$ cat src/rtl/conv_operand_feeder_pkg.sv
// conv_operand_feeder_pkg
// Shared types and helpers for the convolution operand feeder:
//   - feed_state_e : feeder FSM states
//   - loop_cnt_t   : 32-bit loop counter type used for every loop index
//   - pad_of()     : border padding for an odd square kernel (K/2)
// Optional build macro used by the feeder files: CONV_FEEDER_ZERO_PAD_EN.

package conv_operand_feeder_pkg;

    typedef enum logic [2:0] {
        FEED_IDLE,
        FEED_READ_A,
        FEED_PRESENT_A,
        FEED_READ_B,
        FEED_PRESENT_B
    } feed_state_e;

    typedef logic [31:0] loop_cnt_t;

    function automatic int pad_of(input int kernel_size);
        return kernel_size / 2;
    endfunction

endpackage

$ cat src/rtl/conv_operand_feeder_addr_gen.sv
// conv_addr_gen
// Combinational coordinate and border logic for the operand feeder.
// Ports:
//   x, y, ch_in, ch_out, k_v, k_h : loop counters selecting one tap
//   act_addr : activation SRAM address (truncated to ACT_ADDR_WIDTH)
//   wgt_addr : weight SRAM address (truncated to WGT_ADDR_WIDTH)
//   oob      : tap lies outside the feature map (only with CONV_FEEDER_ZERO_PAD_EN)
// Build macro: CONV_FEEDER_ZERO_PAD_EN defined -> zero padding (oob reported);
// undefined -> coordinates clamped to the map (edge replicate), no oob port.

module conv_addr_gen
    import conv_operand_feeder_pkg::*;
#(
    parameter int FEATURE_MAP_WIDTH  = 1024,
    parameter int FEATURE_MAP_HEIGHT = 1024,
    parameter int INPUT_NB_CHANNELS  = 64,
    parameter int KERNEL_SIZE        = 3,
    parameter int ACT_ADDR_WIDTH     = 26,
    parameter int WGT_ADDR_WIDTH     = 16
) (
    input  loop_cnt_t                 x,
    input  loop_cnt_t                 y,
    input  loop_cnt_t                 ch_in,
    input  loop_cnt_t                 ch_out,
    input  loop_cnt_t                 k_v,
    input  loop_cnt_t                 k_h,
    output logic [ACT_ADDR_WIDTH-1:0] act_addr,
    output logic [WGT_ADDR_WIDTH-1:0] wgt_addr
`ifdef CONV_FEEDER_ZERO_PAD_EN
    ,
    output logic                      oob
`endif
);

    localparam logic signed [31:0] PAD   = 32'(pad_of(KERNEL_SIZE));
    localparam logic signed [31:0] W_S   = 32'(FEATURE_MAP_WIDTH);
    localparam logic signed [31:0] H_S   = 32'(FEATURE_MAP_HEIGHT);
    localparam logic signed [31:0] CIN_S = 32'(INPUT_NB_CHANNELS);
    localparam logic signed [31:0] K_S   = 32'(KERNEL_SIZE);

    logic signed [31:0] ix;
    logic signed [31:0] iy;
    logic signed [31:0] ix_use;
    logic signed [31:0] iy_use;
    logic signed [31:0] act_full;
    logic signed [31:0] wgt_full;

    always_comb begin
        ix = $signed(x) + $signed(k_h) - PAD;
        iy = $signed(y) + $signed(k_v) - PAD;
`ifdef CONV_FEEDER_ZERO_PAD_EN
        // Out-of-range taps keep their raw coordinates; the address is
        // meaningless for them but no read is issued.
        oob    = (ix < 0) || (ix >= W_S) || (iy < 0) || (iy >= H_S);
        ix_use = ix;
        iy_use = iy;
`else
        // Edge replicate: clamp into the map so every tap is a real read.
        ix_use = (ix < 0) ? 32'sd0 : ((ix >= W_S) ? W_S - 32'sd1 : ix);
        iy_use = (iy < 0) ? 32'sd0 : ((iy >= H_S) ? H_S - 32'sd1 : iy);
`endif
        act_full = (iy_use * W_S + ix_use) * CIN_S + $signed(ch_in);
        wgt_full = (($signed(ch_out) * CIN_S + $signed(ch_in)) * K_S + $signed(k_v)) * K_S
                   + $signed(k_h);
        act_addr = act_full[ACT_ADDR_WIDTH-1:0];
        wgt_addr = wgt_full[WGT_ADDR_WIDTH-1:0];
    end

endmodule

$ cat src/rtl/conv_operand_feeder.sv
// conv_operand_feeder
// Streams activation (a) and weight (b) operands to the convolution MAC
// controller in loop order x, y, ch_in, ch_out, k_v, k_h (k_h innermost),
// one full layer per start.
// Ports:
//   clk, arst_n_in         : clock, asynchronous active-low reset
//   start / busy / done    : layer launch, running flag, end-of-layer pulse
//   act_re/act_addr/act_rdata : activation SRAM read port (1-cycle latency)
//   wgt_re/wgt_addr/wgt_rdata : weight SRAM read port (1-cycle latency)
//   a_data/a_valid/a_ready : activation operand handshake
//   b_data/b_valid/b_ready : weight operand handshake
// Build macro: CONV_FEEDER_ZERO_PAD_EN (defined: zero padding at borders,
// undefined: edge-replicate clamping with a read on every tap).

module conv_operand_feeder
    import conv_operand_feeder_pkg::*;
#(
    parameter int FEATURE_MAP_WIDTH  = 1024,
    parameter int FEATURE_MAP_HEIGHT = 1024,
    parameter int INPUT_NB_CHANNELS  = 64,
    parameter int OUTPUT_NB_CHANNELS = 64,
    parameter int KERNEL_SIZE        = 3,
    parameter int DATA_WIDTH         = 16,
    parameter int ACT_ADDR_WIDTH     = 26,
    parameter int WGT_ADDR_WIDTH     = 16
) (
    input  logic                      clk,
    input  logic                      arst_n_in,
    input  logic                      start,
    output logic                      busy,
    output logic                      done,
    output logic                      act_re,
    output logic [ACT_ADDR_WIDTH-1:0] act_addr,
    input  logic [DATA_WIDTH-1:0]     act_rdata,
    output logic                      wgt_re,
    output logic [WGT_ADDR_WIDTH-1:0] wgt_addr,
    input  logic [DATA_WIDTH-1:0]     wgt_rdata,
    output logic [DATA_WIDTH-1:0]     a_data,
    output logic                      a_valid,
    input  logic                      a_ready,
    output logic [DATA_WIDTH-1:0]     b_data,
    output logic                      b_valid,
    input  logic                      b_ready
);

    localparam loop_cnt_t X_LAST  = loop_cnt_t'(FEATURE_MAP_WIDTH - 1);
    localparam loop_cnt_t Y_LAST  = loop_cnt_t'(FEATURE_MAP_HEIGHT - 1);
    localparam loop_cnt_t CI_LAST = loop_cnt_t'(INPUT_NB_CHANNELS - 1);
    localparam loop_cnt_t CO_LAST = loop_cnt_t'(OUTPUT_NB_CHANNELS - 1);
    localparam loop_cnt_t K_LAST  = loop_cnt_t'(KERNEL_SIZE - 1);

    feed_state_e state;

    loop_cnt_t x, y, ch_in, ch_out, k_v, k_h;
    loop_cnt_t x_n, y_n, ch_in_n, ch_out_n, k_v_n, k_h_n;
    loop_cnt_t x_s, y_s, ch_in_s, ch_out_s, k_v_s, k_h_s;
    logic      c_kv, c_co, c_ci, c_y, c_x, all_last;

    logic [ACT_ADDR_WIDTH-1:0] gen_act_addr;
    logic [WGT_ADDR_WIDTH-1:0] gen_wgt_addr;
    logic                      a_re_nx;

    // Next-tap counters: a ripple of carries from k_h outwards.
    always_comb begin
        c_kv     = (k_h == K_LAST);
        c_co     = c_kv && (k_v == K_LAST);
        c_ci     = c_co && (ch_out == CO_LAST);
        c_y      = c_ci && (ch_in == CI_LAST);
        c_x      = c_y && (y == Y_LAST);
        all_last = c_x && (x == X_LAST);

        k_h_n    = c_kv ? '0 : k_h + 1;
        k_v_n    = c_kv ? ((k_v == K_LAST) ? '0 : k_v + 1) : k_v;
        ch_out_n = c_co ? ((ch_out == CO_LAST) ? '0 : ch_out + 1) : ch_out;
        ch_in_n  = c_ci ? ((ch_in == CI_LAST) ? '0 : ch_in + 1) : ch_in;
        y_n      = c_y ? ((y == Y_LAST) ? '0 : y + 1) : y;
        x_n      = c_x ? ((x == X_LAST) ? '0 : x + 1) : x;

        // In PRESENT_B the registered read address must belong to the tap
        // that follows the pending b handshake, so look one tap ahead there.
        if (state == FEED_PRESENT_B) begin
            x_s = x_n; y_s = y_n; ch_in_s = ch_in_n;
            ch_out_s = ch_out_n; k_v_s = k_v_n; k_h_s = k_h_n;
        end else begin
            x_s = x; y_s = y; ch_in_s = ch_in;
            ch_out_s = ch_out; k_v_s = k_v; k_h_s = k_h;
        end
    end

`ifdef CONV_FEEDER_ZERO_PAD_EN
    logic gen_oob;
    logic oob_q;
    assign a_re_nx = !gen_oob;
`else
    assign a_re_nx = 1'b1;
`endif

    conv_addr_gen #(
        .FEATURE_MAP_WIDTH (FEATURE_MAP_WIDTH),
        .FEATURE_MAP_HEIGHT(FEATURE_MAP_HEIGHT),
        .INPUT_NB_CHANNELS (INPUT_NB_CHANNELS),
        .KERNEL_SIZE       (KERNEL_SIZE),
        .ACT_ADDR_WIDTH    (ACT_ADDR_WIDTH),
        .WGT_ADDR_WIDTH    (WGT_ADDR_WIDTH)
    ) u_addr_gen (
        .x       (x_s),
        .y       (y_s),
        .ch_in   (ch_in_s),
        .ch_out  (ch_out_s),
        .k_v     (k_v_s),
        .k_h     (k_h_s),
        .act_addr(gen_act_addr),
        .wgt_addr(gen_wgt_addr)
`ifdef CONV_FEEDER_ZERO_PAD_EN
        ,
        .oob     (gen_oob)
`endif
    );

    // SRAM read data is held between reads, so gating on valid keeps the
    // operands stable across stalls and zero outside a presentation.
`ifdef CONV_FEEDER_ZERO_PAD_EN
    assign a_data = (a_valid && !oob_q) ? act_rdata : '0;
`else
    assign a_data = a_valid ? act_rdata : '0;
`endif
    assign b_data = b_valid ? wgt_rdata : '0;

    always_ff @(posedge clk or negedge arst_n_in) begin
        if (!arst_n_in) begin
            state    <= FEED_IDLE;
            busy     <= 1'b0;
            done     <= 1'b0;
            act_re   <= 1'b0;
            wgt_re   <= 1'b0;
            a_valid  <= 1'b0;
            b_valid  <= 1'b0;
            act_addr <= '0;
            wgt_addr <= '0;
`ifdef CONV_FEEDER_ZERO_PAD_EN
            oob_q    <= 1'b0;
`endif
            x <= '0; y <= '0; ch_in <= '0; ch_out <= '0; k_v <= '0; k_h <= '0;
        end else begin
            done   <= 1'b0;
            act_re <= 1'b0;
            wgt_re <= 1'b0;
            case (state)
                FEED_IDLE: begin
                    // A start coinciding with the done pulse is dropped.
                    if (start && !done) begin
                        state    <= FEED_READ_A;
                        busy     <= 1'b1;
                        act_re   <= a_re_nx;
                        act_addr <= gen_act_addr;
`ifdef CONV_FEEDER_ZERO_PAD_EN
                        oob_q    <= gen_oob;
`endif
                    end
                end
                FEED_READ_A: begin
                    state   <= FEED_PRESENT_A;
                    a_valid <= 1'b1;
                end
                FEED_PRESENT_A: begin
                    if (a_ready) begin
                        state    <= FEED_READ_B;
                        a_valid  <= 1'b0;
                        wgt_re   <= 1'b1;
                        wgt_addr <= gen_wgt_addr;
                    end
                end
                FEED_READ_B: begin
                    state   <= FEED_PRESENT_B;
                    b_valid <= 1'b1;
                end
                FEED_PRESENT_B: begin
                    if (b_ready) begin
                        b_valid <= 1'b0;
                        x <= x_n; y <= y_n; ch_in <= ch_in_n;
                        ch_out <= ch_out_n; k_v <= k_v_n; k_h <= k_h_n;
                        if (all_last) begin
                            state <= FEED_IDLE;
                            busy  <= 1'b0;
                            done  <= 1'b1;
                        end else begin
                            state    <= FEED_READ_A;
                            act_re   <= a_re_nx;
                            act_addr <= gen_act_addr;
`ifdef CONV_FEEDER_ZERO_PAD_EN
                            oob_q    <= gen_oob;
`endif
                        end
                    end
                end
                default: state <= FEED_IDLE;
            endcase
        end
    end

endmodule

$ cat config.mk
export PLATFORM = sky130hd
export DESIGN_NAME = conv_operand_feeder
export DESIGN_NICKNAME = d
export VERILOG_FILES = /design/src/rtl/conv_operand_feeder_pkg.sv /design/src/rtl/conv_operand_feeder_addr_gen.sv /design/src/rtl/conv_operand_feeder.sv
export SDC_FILE = /design/constraint.sdc
export NUM_CORES = 1
export LEC_CHECK = 0
export BUFFER_PORTS_ARGS = -buffer_cell sky130_fd_sc_hd__buf_2
export CORE_ASPECT_RATIO = 0.9
export CORE_MARGIN = 4
export CORE_UTILIZATION = 64
export DETAILED_ROUTE_END_ITERATION = 16
export HOLD_SLACK_MARGIN = 0.12
export PLACE_DENSITY = 0.83
export SLEW_MARGIN = 20
export SYNTH_ARGS = -nofsm -noshare
export SYNTH_HDL_FRONTEND = slang
export SYNTH_SLANG_ARGS = --single-unit
$ cat constraint.sdc
create_clock -name clk -period 13.45 [get_ports clk]
set_input_delay 0.6725 -clock clk [delete_from_list [all_inputs] [get_ports clk]]
set_output_delay 0.6725 -clock clk [all_outputs]
set_load 0.01 [all_outputs]
==> impl_metrics.py <==
metrics = {
    "clocking": {
        "clk_pin_slew_worst_paths_ns": 0.06,
        "post_cts_buffers": 0,
        "cts_resized": 0,
        "cts_htree_levels": 1,
        "clk_latency_ns": 0.56,
        "cts_made_buffers": 27,
        "cts.sinks": 243,
        "cts_root_buf": "clkbuf_16",
        "cts_tree": "done",
        "cts_buffer_depth": 3,
        "cts_hold_buf": 0,
    },
    "synth": {
        "yosysSeqAreaShare_pct": 26.29,
        "synth.distinct_cells": 81,
        "synth-async-reset-ratio_pct": 100.0,
        "syn_avg_cell_area_sq_um": 7.897,
        "ys.flop_type": "dfrtp_1",
        "netlist.area_leader.share_pct": 26.29,
        "ys_ff_latch": 243,
        "yosys-top-cells-area": "dfrtp_1 26%, ha_1 12%, o21ai_0 6.1%",
        "yosysWarningCount": 0,
        "netlist_area_sq_um": 23130,
        "syn-instance-count": 2929,
        "synth_area_leader_cell": "dfrtp_1",
        "synth_edf_count": 0,
    },
    "timing": {
        "hold_slack_ns": 0.1715,
        "worst_slew_pin_slew_ns": 1.094,
        "clock_skew_ns": 0.01399,
        "timing.final.crit_share_pct": 80.01,
        "final.setup.tns_ns": 0,
        "fmax_ghz": 0.09293,
        "hold_viol": 0,
        "setup_viol_count_final": 0,
        "period_needed_ns": 10.76,
        "rsz0062_at_grt": "false",
        "drv_slew": 0,
        "relSlewSlack_pct": 26.84,
        "fin_ws_ns": 2.689,
    },
    "worst_hold_path": {
        "min_path_type": "in2async",
    },
    "critical_path": {
        "end_kind": "flip-flop",
        "crit_start": "k_h[0]",
        "cpMostUsedCell": "a21oi_1",
        "worstPathArrival_ns": 11.18,
        "rrSetupSlack_ns": 2.69,
        "rr_worst_depth": 41,
        "regToRegStartpoint": "k_h[0]",
        "slowest_stage": "or2_1",
        "critical_path_buf_inv_count": 4,
        "cpPeakStageDelay_ns": 0.66,
        "cpLargestDelayFamily": "compound AO/OA/AOI/OAI gates",
        "crit_fanout": 32,
        "crit_path_end": "act_addr[24]",
        "crit_type": "reg2reg",
        "reg2reg_to": "act_addr[24]",
        "required_ns": 13.87,
        "worst_setup_path_start_kind": "flip-flop",
        "crit_cells": 41,
    },
    "pwr": {
        "powerDensity_nw_per_um2": 101.6,
        "max-vdd-ir-drop_mv": 0.1265,
        "p_leak_nw": 11.82,
    },
    "finish": {
        "fin_area_sq_um": 24850,
        "final_core_util_pct": 70.23,
        "nets": 3266,
        "drive_above_1_share_pct": 7.035,
        "final.fill_count": 2867,
        "synthToLayoutAreaGrowth_pct": 7.411,
        "diodes": 0,
    },
    "detailed_routing": {
        "drtPass1Iterations": 8,
        "dr_wl_met3_um": 5858,
        "routed_wl_um": 65340,
        "wl_per_cell_um": 18.92,
        "ant_nets": 0,
        "routed-via-count": 21840,
        "wl_met2_um": 29910,
        "drt_iter0_drc": 2125,
        "via_per_inst": 6.323,
        "top_layer": "met4",
        "drc_errors": 0,
        "routedLengthMet1_um": 27340,
    },
    "floorplanning": {
        "pin_count": 117,
        "core_area_sq_um": 35380,
        "start_util_pct": 65.38,
        "die_y_um": 188.4,
        "die_area_sq_um": 39250,
        "placementRows": 65,
        "die_w_um": 208.4,
    },
    "global_routing": {
        "grt_pass1_vias": 21000,
        "grt_first_pass_wirelength_um": 106200,
        "grt_usage_pct": 32.18,
        "grt_antenna_before_repair": 0,
        "grt_max_degree": 114,
        "grt_overflow_total": 0,
    },
    "status": {
        "outcome": "finished, final reports clean",
    },
    "placed_design": {
        "dpl_cell_area_sq_um": 23960,
        "hpwlAfterDp_um": 49040,
        "io_buffers": 116,
        "pre_cts_ws_ns": 2.966,
        "gp_congestion": 0.9593,
    },
    "flow_run": {
        "maxCapViolCount": 0,
    },
}
## area by class of cell
| cell class | instances | area, sq um | area share [%] |
|---|---|---|---|
| sequential | 243 | 6081 | 24.47 |
| clock buffer | 35 | 735.7 | 2.961 |
| inverter | 293 | 1100 | 4.427 |
| timing repair buffer | 130 | 695.7 | 2.800 |
| tap | 469 | 586.8 | 2.362 |
| clock inverter | 10 | 135.1 | 0.5439 |
| multi-input combinational | 2274 | 15510 | 62.43 |
## cell usage after synthesis (74+ instances only)
master      n
a21oi_1   132
inv_1     291
nor3_1     74
clkbuf_1  110
xnor2_1   155
o21ai_0   282
dfrtp_1   243
and3_1     75
ha_1      227
nand2_1   275
xor2_1     92
nor2_1    194
nand3_1   110
## flip-flops by register name (all words and copies together) (netlist names), 3 cells and up, named ones only
| signal | cells |
|---|---|
| act_addr | 26 |
| ch_in | 26 |
| ch_out | 16 |
| k_h | 32 |
| k_v | 32 |
| state | 3 |
| wgt_addr | 16 |
| x | 32 |
| y | 32 |
## metrics by stage
stage	total power [mW]	instances
CTS	2.513	3454
detailed placement	1.748	3409
global placement	1.738	3409
global route	2.645	3454
floorplan	1.448	2937
finish	2.523	3454
## power breakdown
group | leakage [nW] | internal, mW | switching (mW)
sequential | 3.32 | 0.782 | 0.0521
clock | 0.427 | 0.440 | 0.320
combinational | 8.07 | 0.332 | 0.597
total | 11.8 | 1.55 | 0.969
## per-layer routing
layer / up-vias / GRT usage (%)
met5: - / 0
met4: 0 / 10.76
met3: 164 / 4.645
met2: 1076 / 52.77
met1: 10280 / 44.14
li1: 10320 / -
## worst min-delay path by stage
stage | from | endpoint | cells after the start
final | arst_n_in | x[27] | 1
after global routing | arst_n_in | x[27] | 1
after global placement | wgt_addr[2] | wgt_addr[2] | 2
after CTS | arst_n_in | x[27] | 1
after detailed placement | act_addr[7] | act_addr[7] | 2
after floorplan | arst_n_in | async pin | 0
## cell usage in the layout, fill, tap and decap left out, drive strengths merged, types with 30 or more instances in the layout
master | synthesis | routed
inv | 293 | 295
o21ai | 293 | 293
nand2 | 275 | 275
dfrtp | 243 | 243
ha | 227 | 227
nor2 | 194 | 194
xnor2 | 155 | 155
a21oi | 133 | 133
buf | 16 | 130
nand3 | 110 | 110
xor2 | 92 | 92
and3 | 75 | 75
nor3 | 75 | 75
o31ai | 73 | 73
and2 | 50 | 50
nand4 | 48 | 48
nor4 | 48 | 48
a31oi | 42 | 42
clkbuf | 111 | 35
o21a | 34 | 34
fa | 33 | 33
a21o | 31 | 31
nand2b | 30 | 30
## kinds of logic after synthesis
| group | after synthesis | synth area share [%] |
|---|---|---|
| xor+xnor | 251 | 9.747 |
| fa+ha+maj | 260 | 15.13 |
| mux | 14 | 0.6437 |
| other cells | 2 | 0.03247 |
| buf+inv | 420 | 6.929 |
| compound gates | 747 | 19.98 |
| flops | 243 | 26.29 |
| simple gates | 992 | 21.24 |
(Power assumes the default switching activity.)
